$ cat src/rtl/wb_writeback_arbiter.sv
// Register-file write-port arbiter: ALU results win the port, load responses are formatted and queued.
// Optional WB_SQUASH_EN: queued loads overtaken by a younger ALU write to the same rd are dropped.
module wb_writeback_arbiter #(
    parameter int DEPTH = 4,
    parameter int CNT_W = 3
) (
    input  logic             clk,
    input  logic             reset,
    input  logic             alu_valid_i,
    input  logic [4:0]       alu_rd_i,
    input  logic [31:0]      alu_data_i,
    input  logic             ld_valid_i,
    output logic             ld_ready_o,
    input  logic [4:0]       ld_rd_i,
    input  logic [31:0]      ld_rdata_i,
    input  logic [2:0]       ld_funct3_i,
    input  logic [1:0]       ld_addr_lo_i,
    output logic             rf_we_o,
    output logic [4:0]       rf_rd_o,
    output logic [31:0]      rf_wdata_o,
    output logic [CNT_W-1:0] fifo_count_o,
    output logic             err_o
);
    localparam int PTR_W = (DEPTH > 1) ? $clog2(DEPTH) : 1;

    logic [PTR_W-1:0] wr_ptr_q, wr_ptr_d;
    logic [PTR_W-1:0] rd_ptr_q, rd_ptr_d;
    logic [CNT_W-1:0] count_q, count_d;
    logic [4:0]       rd_mem_q [DEPTH];
    logic [4:0]       rd_mem_d [DEPTH];
    logic [31:0]      data_mem_q [DEPTH];
    logic [31:0]      data_mem_d [DEPTH];
    logic [DEPTH-1:0] live_q, live_d;
    logic             err_q, err_d;
    logic             we_q, we_d;
    logic [4:0]       rd_q, rd_d;
    logic [31:0]      wdata_q, wdata_d;

    logic        empty, full, ld_accept, ld_keep, alu_sel;
    logic        ld_illegal, push, push_live, head_live;
    logic [7:0]  byte_sel;
    logic [15:0] half_sel;
    logic [31:0] ld_fmt;

    assign empty      = (count_q == '0);
    assign full       = (count_q == CNT_W'(DEPTH));
    assign ld_ready_o = !full;
    assign ld_accept  = ld_valid_i && ld_ready_o;
    // An accepted load to x0 is consumed but never reaches the file.
    assign ld_keep    = ld_accept && (ld_rd_i != 5'd0);
    assign alu_sel    = alu_valid_i && (alu_rd_i != 5'd0);

    always_comb begin
        byte_sel   = ld_rdata_i[7:0];
        half_sel   = ld_addr_lo_i[1] ? ld_rdata_i[31:16] : ld_rdata_i[15:0];
        ld_fmt     = ld_rdata_i;
        ld_illegal = 1'b0;
        case (ld_addr_lo_i)
            2'd0:    byte_sel = ld_rdata_i[7:0];
            2'd1:    byte_sel = ld_rdata_i[15:8];
            2'd2:    byte_sel = ld_rdata_i[23:16];
            default: byte_sel = ld_rdata_i[31:24];
        endcase
        case (ld_funct3_i)
            3'b000:  ld_fmt = {{24{byte_sel[7]}}, byte_sel};
            3'b001:  ld_fmt = {{16{half_sel[15]}}, half_sel};
            3'b010:  ld_fmt = ld_rdata_i;
            3'b100:  ld_fmt = {24'd0, byte_sel};
            3'b101:  ld_fmt = {16'd0, half_sel};
            default: begin
                ld_fmt     = ld_rdata_i;
                ld_illegal = 1'b1;
            end
        endcase
    end

`ifdef WB_SQUASH_EN
    assign head_live = live_q[rd_ptr_q];
`else
    assign head_live = 1'b1;
`endif

    always_comb begin
        wr_ptr_d   = wr_ptr_q;
        rd_ptr_d   = rd_ptr_q;
        rd_mem_d   = rd_mem_q;
        data_mem_d = data_mem_q;
        live_d     = live_q;
        err_d      = err_q | (ld_accept && ld_illegal);
        we_d       = 1'b0;
        rd_d       = rd_q;
        wdata_d    = wdata_q;
        push       = 1'b0;
        push_live  = 1'b1;
        count_d    = count_q;

        if (alu_sel) begin
            we_d    = 1'b1;
            rd_d    = alu_rd_i;
            wdata_d = alu_data_i;
            push    = ld_keep;
`ifdef WB_SQUASH_EN
            // Stale loads to the same rd must never land after this younger value.
            for (int i = 0; i < DEPTH; i++) begin
                if (rd_mem_q[i] == alu_rd_i) live_d[i] = 1'b0;
            end
            push_live = (ld_rd_i != alu_rd_i);
`endif
        end else if (!empty) begin
            rd_ptr_d = rd_ptr_q + 1'b1;
            count_d  = count_d - 1'b1;
            push     = ld_keep;
            if (head_live) begin
                we_d    = 1'b1;
                rd_d    = rd_mem_q[rd_ptr_q];
                wdata_d = data_mem_q[rd_ptr_q];
            end
        end else if (ld_keep) begin
            we_d    = 1'b1;
            rd_d    = ld_rd_i;
            wdata_d = ld_fmt;
        end

        if (push) begin
            rd_mem_d[wr_ptr_q]   = ld_rd_i;
            data_mem_d[wr_ptr_q] = ld_fmt;
            live_d[wr_ptr_q]     = push_live;
            wr_ptr_d             = wr_ptr_q + 1'b1;
            count_d              = count_d + 1'b1;
        end
    end

    always_ff @(posedge clk) begin
        if (reset) begin
            wr_ptr_q <= '0;
            rd_ptr_q <= '0;
            count_q  <= '0;
            live_q   <= '0;
            err_q    <= 1'b0;
            we_q     <= 1'b0;
            rd_q     <= 5'd0;
            wdata_q  <= 32'd0;
            for (int i = 0; i < DEPTH; i++) begin
                rd_mem_q[i]   <= 5'd0;
                data_mem_q[i] <= 32'd0;
            end
        end else begin
            wr_ptr_q   <= wr_ptr_d;
            rd_ptr_q   <= rd_ptr_d;
            count_q    <= count_d;
            live_q     <= live_d;
            err_q      <= err_d;
            we_q       <= we_d;
            rd_q       <= rd_d;
            wdata_q    <= wdata_d;
            rd_mem_q   <= rd_mem_d;
            data_mem_q <= data_mem_d;
        end
    end

    assign rf_we_o      = we_q;
    assign rf_rd_o      = rd_q;
    assign rf_wdata_o   = wdata_q;
    assign fifo_count_o = count_q;
    assign err_o        = err_q;

endmodule
$ cat config.mk
export PLATFORM = sky130hd
export DESIGN_NAME = wb_writeback_arbiter
export DESIGN_NICKNAME = d
export VERILOG_FILES = /design/src/rtl/wb_writeback_arbiter.sv
export SDC_FILE = /design/constraint.sdc
export NUM_CORES = 1
export LEC_CHECK = 0
export ABC_CLOCK_PERIOD_IN_PS = 2800
export BUFFER_PORTS_ARGS = -buffer_cell sky130_fd_sc_hd__clkbuf_2
export CORE_MARGIN = 5
export CORE_UTILIZATION = 58
export CTS_CLUSTER_SIZE = 30
export DETAILED_ROUTE_END_ITERATION = 10
export PLACE_DENSITY = 0.8
export SLEW_MARGIN = 40
export SYNTH_ARGS = -nofsm -noshare
export SYNTH_HDL_FRONTEND = slang
export SYNTH_SLANG_ARGS = --single-unit
$ cat constraint.sdc
create_clock -name clk -period 2.8 [get_ports clk]
set_clock_uncertainty 0.1 [all_clocks]
set_input_delay 0.28 -clock clk [delete_from_list [all_inputs] [get_ports clk]]
set_output_delay 0.28 -clock clk [all_outputs]
set_load 0.1 [all_outputs]
==> flow_metrics.py <==
metrics = {
    "die": {
        "initial_utilization_pct": 59.5,
        "fp.coreArea_sq_mm": 0.0153,
        "die_y_um": 135,
        "dieArea_sq_mm": 0.0183,
        "core.rowCount": 45,
        "io-pin-count": 126,
        "die_x_um": 135,
    },
    "sta": {
        "fin_crit_sh_pct": 92.0,
        "max_freq_mhz": 388,
        "slew_violations": 0,
        "hold_viol": 0,
        "holdWs_ns": 0.0407,
        "fin_ws_ns": 0.223,
        "fin_crit_ns": 2.58,
        "rsz0062_at_grt": "false",
        "worst_pin_slew_ns": 0.742,
        "tns_ns": 0,
        "setup_viol": 0,
        "slew_headroom_pct": 50.4,
    },
    "placed_design": {
        "placed_cell_area_sq_mm": 0.00996,
        "pre_cts_ws_ns": 0.295,
        "dpl.cell_count": 1280,
        "gp_congestion": 0.903,
        "dp_hpwl_mm": 17.1,
        "portBuffers": 125,
    },
    "finish": {
        "nets": 1178,
        "most-common-layout-cells": "dfxtp_1 (189), nor2_1 (157), clkbuf_2 (124)",
        "drive_gt1_share_pct": 24.4,
        "final_cell_count_no_fill": 1312,
        "n_antenna_cell": 0,
        "syn_to_final_growth_pct": 16.3,
        "layout_commonest_cell": "dfxtp_1",
        "design_area_sq_mm": 0.0106,
        "final_core_util_pct": 69.2,
    },
    "global_routing": {
        "grt_max_degree": 134,
        "grt_use_met1_pct": 37.2,
        "grt_use_total_pct": 28.6,
        "met2_usage_pct": 46.4,
        "grt.busiest_layer": "met2",
        "antenna_found_initial": 0,
        "globalRouteMet3Util_pct": 6.32,
        "grt_pass1_wl_mm": 41.3,
        "grt.overflow.total": 0,
        "grt_pass1_vias": 7913,
    },
    "pwr": {
        "leakage_nw": 3.83,
        "ir_drop_mv": 0.604,
        "swShare_pct": 42.8,
        "power_mw": 10.8,
        "seq_power_share_pct": 32.9,
        "powerDensity_mw_per_mm2": 1020,
        "clkPwrFrac_pct": 22.9,
        "switching_power_mw": 4.63,
        "combPwrFrac_pct": 44.1,
        "power.internal_mw": 6.19,
    },
    "clock_network": {
        "cts_tree": "done",
        "htreeDepth": 4,
        "clockBufferDepth": 2,
        "clk_latency_ns": 0.44,
        "clk_pin_slew_ns": 0.06,
        "cts.sinks": 194,
        "cts_setup_buffers": 0,
        "clockRootBuffer": "clkbuf_16",
        "holdBufCountCts": 0,
        "numCtsBuffers": 17,
        "ctsResizeCount": 0,
    },
    "worst_setup_path": {
        "cp-start-kind": "flop",
        "cp_num_buf_inv": 2,
        "critPathMaxFanout": 26,
        "path_class": "flop to flop",
        "crit_family": "compound AO/OA/AOI/OAI gates",
        "crit_chain": "inv_1, ha_1, a21boi_1, o31a_4, o211a_2, buf_4, nor2_1, a211oi_1",
        "crit_path_end_kind": "flop",
        "max_stage_delay_ns": 0.40,
        "cp.required_ns": 3.04,
        "arrival_ns": 2.81,
        "cp_slowest_cell": "a21boi_1",
    },
    "run_status": {
        "outcome": "finished clean",
    },
    "detailed_routing": {
        "drcViolationCount": 0,
        "drt_iter0_drc": 805,
        "firstDrtPassIters": 5,
        "vias_per_cell": 6.19,
        "drt-total-wl_mm": 25.7,
        "antenna_left": 0,
        "vias": 8125,
        "avgRoutedWirePerCell_um": 19.6,
    },
    "logic_synthesis": {
        "ys_types": 54,
        "postSynthAreaPerCell_sq_um": 9.09,
        "synth_top_area_cell": "dfxtp_1",
        "synth_fp_nets": 1089,
        "syn_inst": 999,
        "ys.warnings.count": 0,
        "synth.top_cell.area_share_pct": 42.8,
        "yosysSeqAreaShare_pct": 42.8,
        "synth_edf_count": 0,
        "synth_ff_type": "dfxtp_1",
        "synth_area_sq_mm": 0.00908,
        "async_reset_ff_share_pct": 0,
        "synth_area_leaders": "dfxtp_1 (43%), a211oi_1 (9.6%), mux4_2 (9.4%)",
        "ys_seq_elements": 194,
    },
    "min_path": {
        "hold_class": "input pin to flop",
    },
    "run": {
        "cap_violations": 0,
    },
}
==> flip-flops by register name, summed over array words and instances (netlist names) <==
signal        cells
data_mem_q      128
err_o             1
fifo_count_o      3
rd_mem_q         20
rd_ptr_q          2
rf_rd_o           5
rf_wdata_o       32
rf_we_o           1
wr_ptr_q          2
==> layer usage <==
metal | wire length (um) | up-vias
met3 | 2330 | 67
li1 | - | 3807
met5 | 0 | -
met4 | 819 | 0
met1 | 10500 | 3861
met2 | 12100 | 390
==> path summary, 6_finish.rpt <==
check | from | end | slack (ns) | cells after the start
setup / recovery | fifo_count_o[0] | data_mem_q[50] | 0.22 | 8
hold / removal | ld_rd_i[0] | rd_mem_q[15] | 0.04 | 3
setup reg to reg | fifo_count_o[0] | data_mem_q[50] | 0.22 | 8
hold reg to reg | data_mem_q[66] | data_mem_q[66] | 0.35 | 2
==> tightest hold or removal path, stage by stage <==
cell and delay [ns]:
clkbuf_2 0.13, nand2_1 0.07, a21oi_1 0.05
==> kinds of logic (layout without fill, tap and decap cells) <==
logic type                 count (synthesis)  in the layout  share of synthesized area (%)
buffers and inverters                    102            204                           5.26
DFF                                      194            194                           42.8
and+or+nand+nor                          356            356                           17.3
xor gates and xnor gates                   5              5                          0.482
adders and majority gates                  7              7                          0.964
AOI/OAI and AO/OA                        289            289                           22.7
muxes                                     46             46                           10.5
==> power groups by stage <==
stage	Clock [mW]	Combinational, mW	Sequential [mW]
after floorplan	0	2.39	4.80
after global placement	0	4.66	3.60
after global routing	2.61	5.09	3.62
after CTS	2.49	4.75	3.56
after detailed placement	0	4.72	3.62
final	2.48	4.77	3.56
==> synthesized netlist by cell type, types with 2 or more instances <==
master     count
o21ai_0       28
clkbuf_2       2
o211a_1        4
nor3_1         9
buf_2         35
buf_1          3
nor4_1         7
a21oi_1       62
and2_1        42
o2bb2ai_1      3
xor2_1         2
dfxtp_1      194
a221oi_2       8
o22a_1         8
mux4_2        38
clkbuf_1      47
o221ai_1       3
or2_2          2
nand2_1      111
o22ai_1       25
nor2b_1       11
inv_1          6
buf_4          3
buf_6          5
mux2i_1        7
ha_1           7
a211oi_1     116
o221a_2        8
a221oi_1       8
or3_1          8
o21a_1         2
nor2_1       157
o211ai_1       4
a22oi_1        2
xnor2_1        3
==> final cells by class <==
type | instances | area (sq um)
multi-input combinational | 703 | 4740
clock buffer | 25 | 505
clock inverter | 7 | 96.3
timing repair buffer | 165 | 1040
fill | 1210 | 4690
tap | 211 | 264
inverter | 7 | 26.3
sequential | 194 | 3890
No activity file was read; power rests on OpenSTA's default activity.
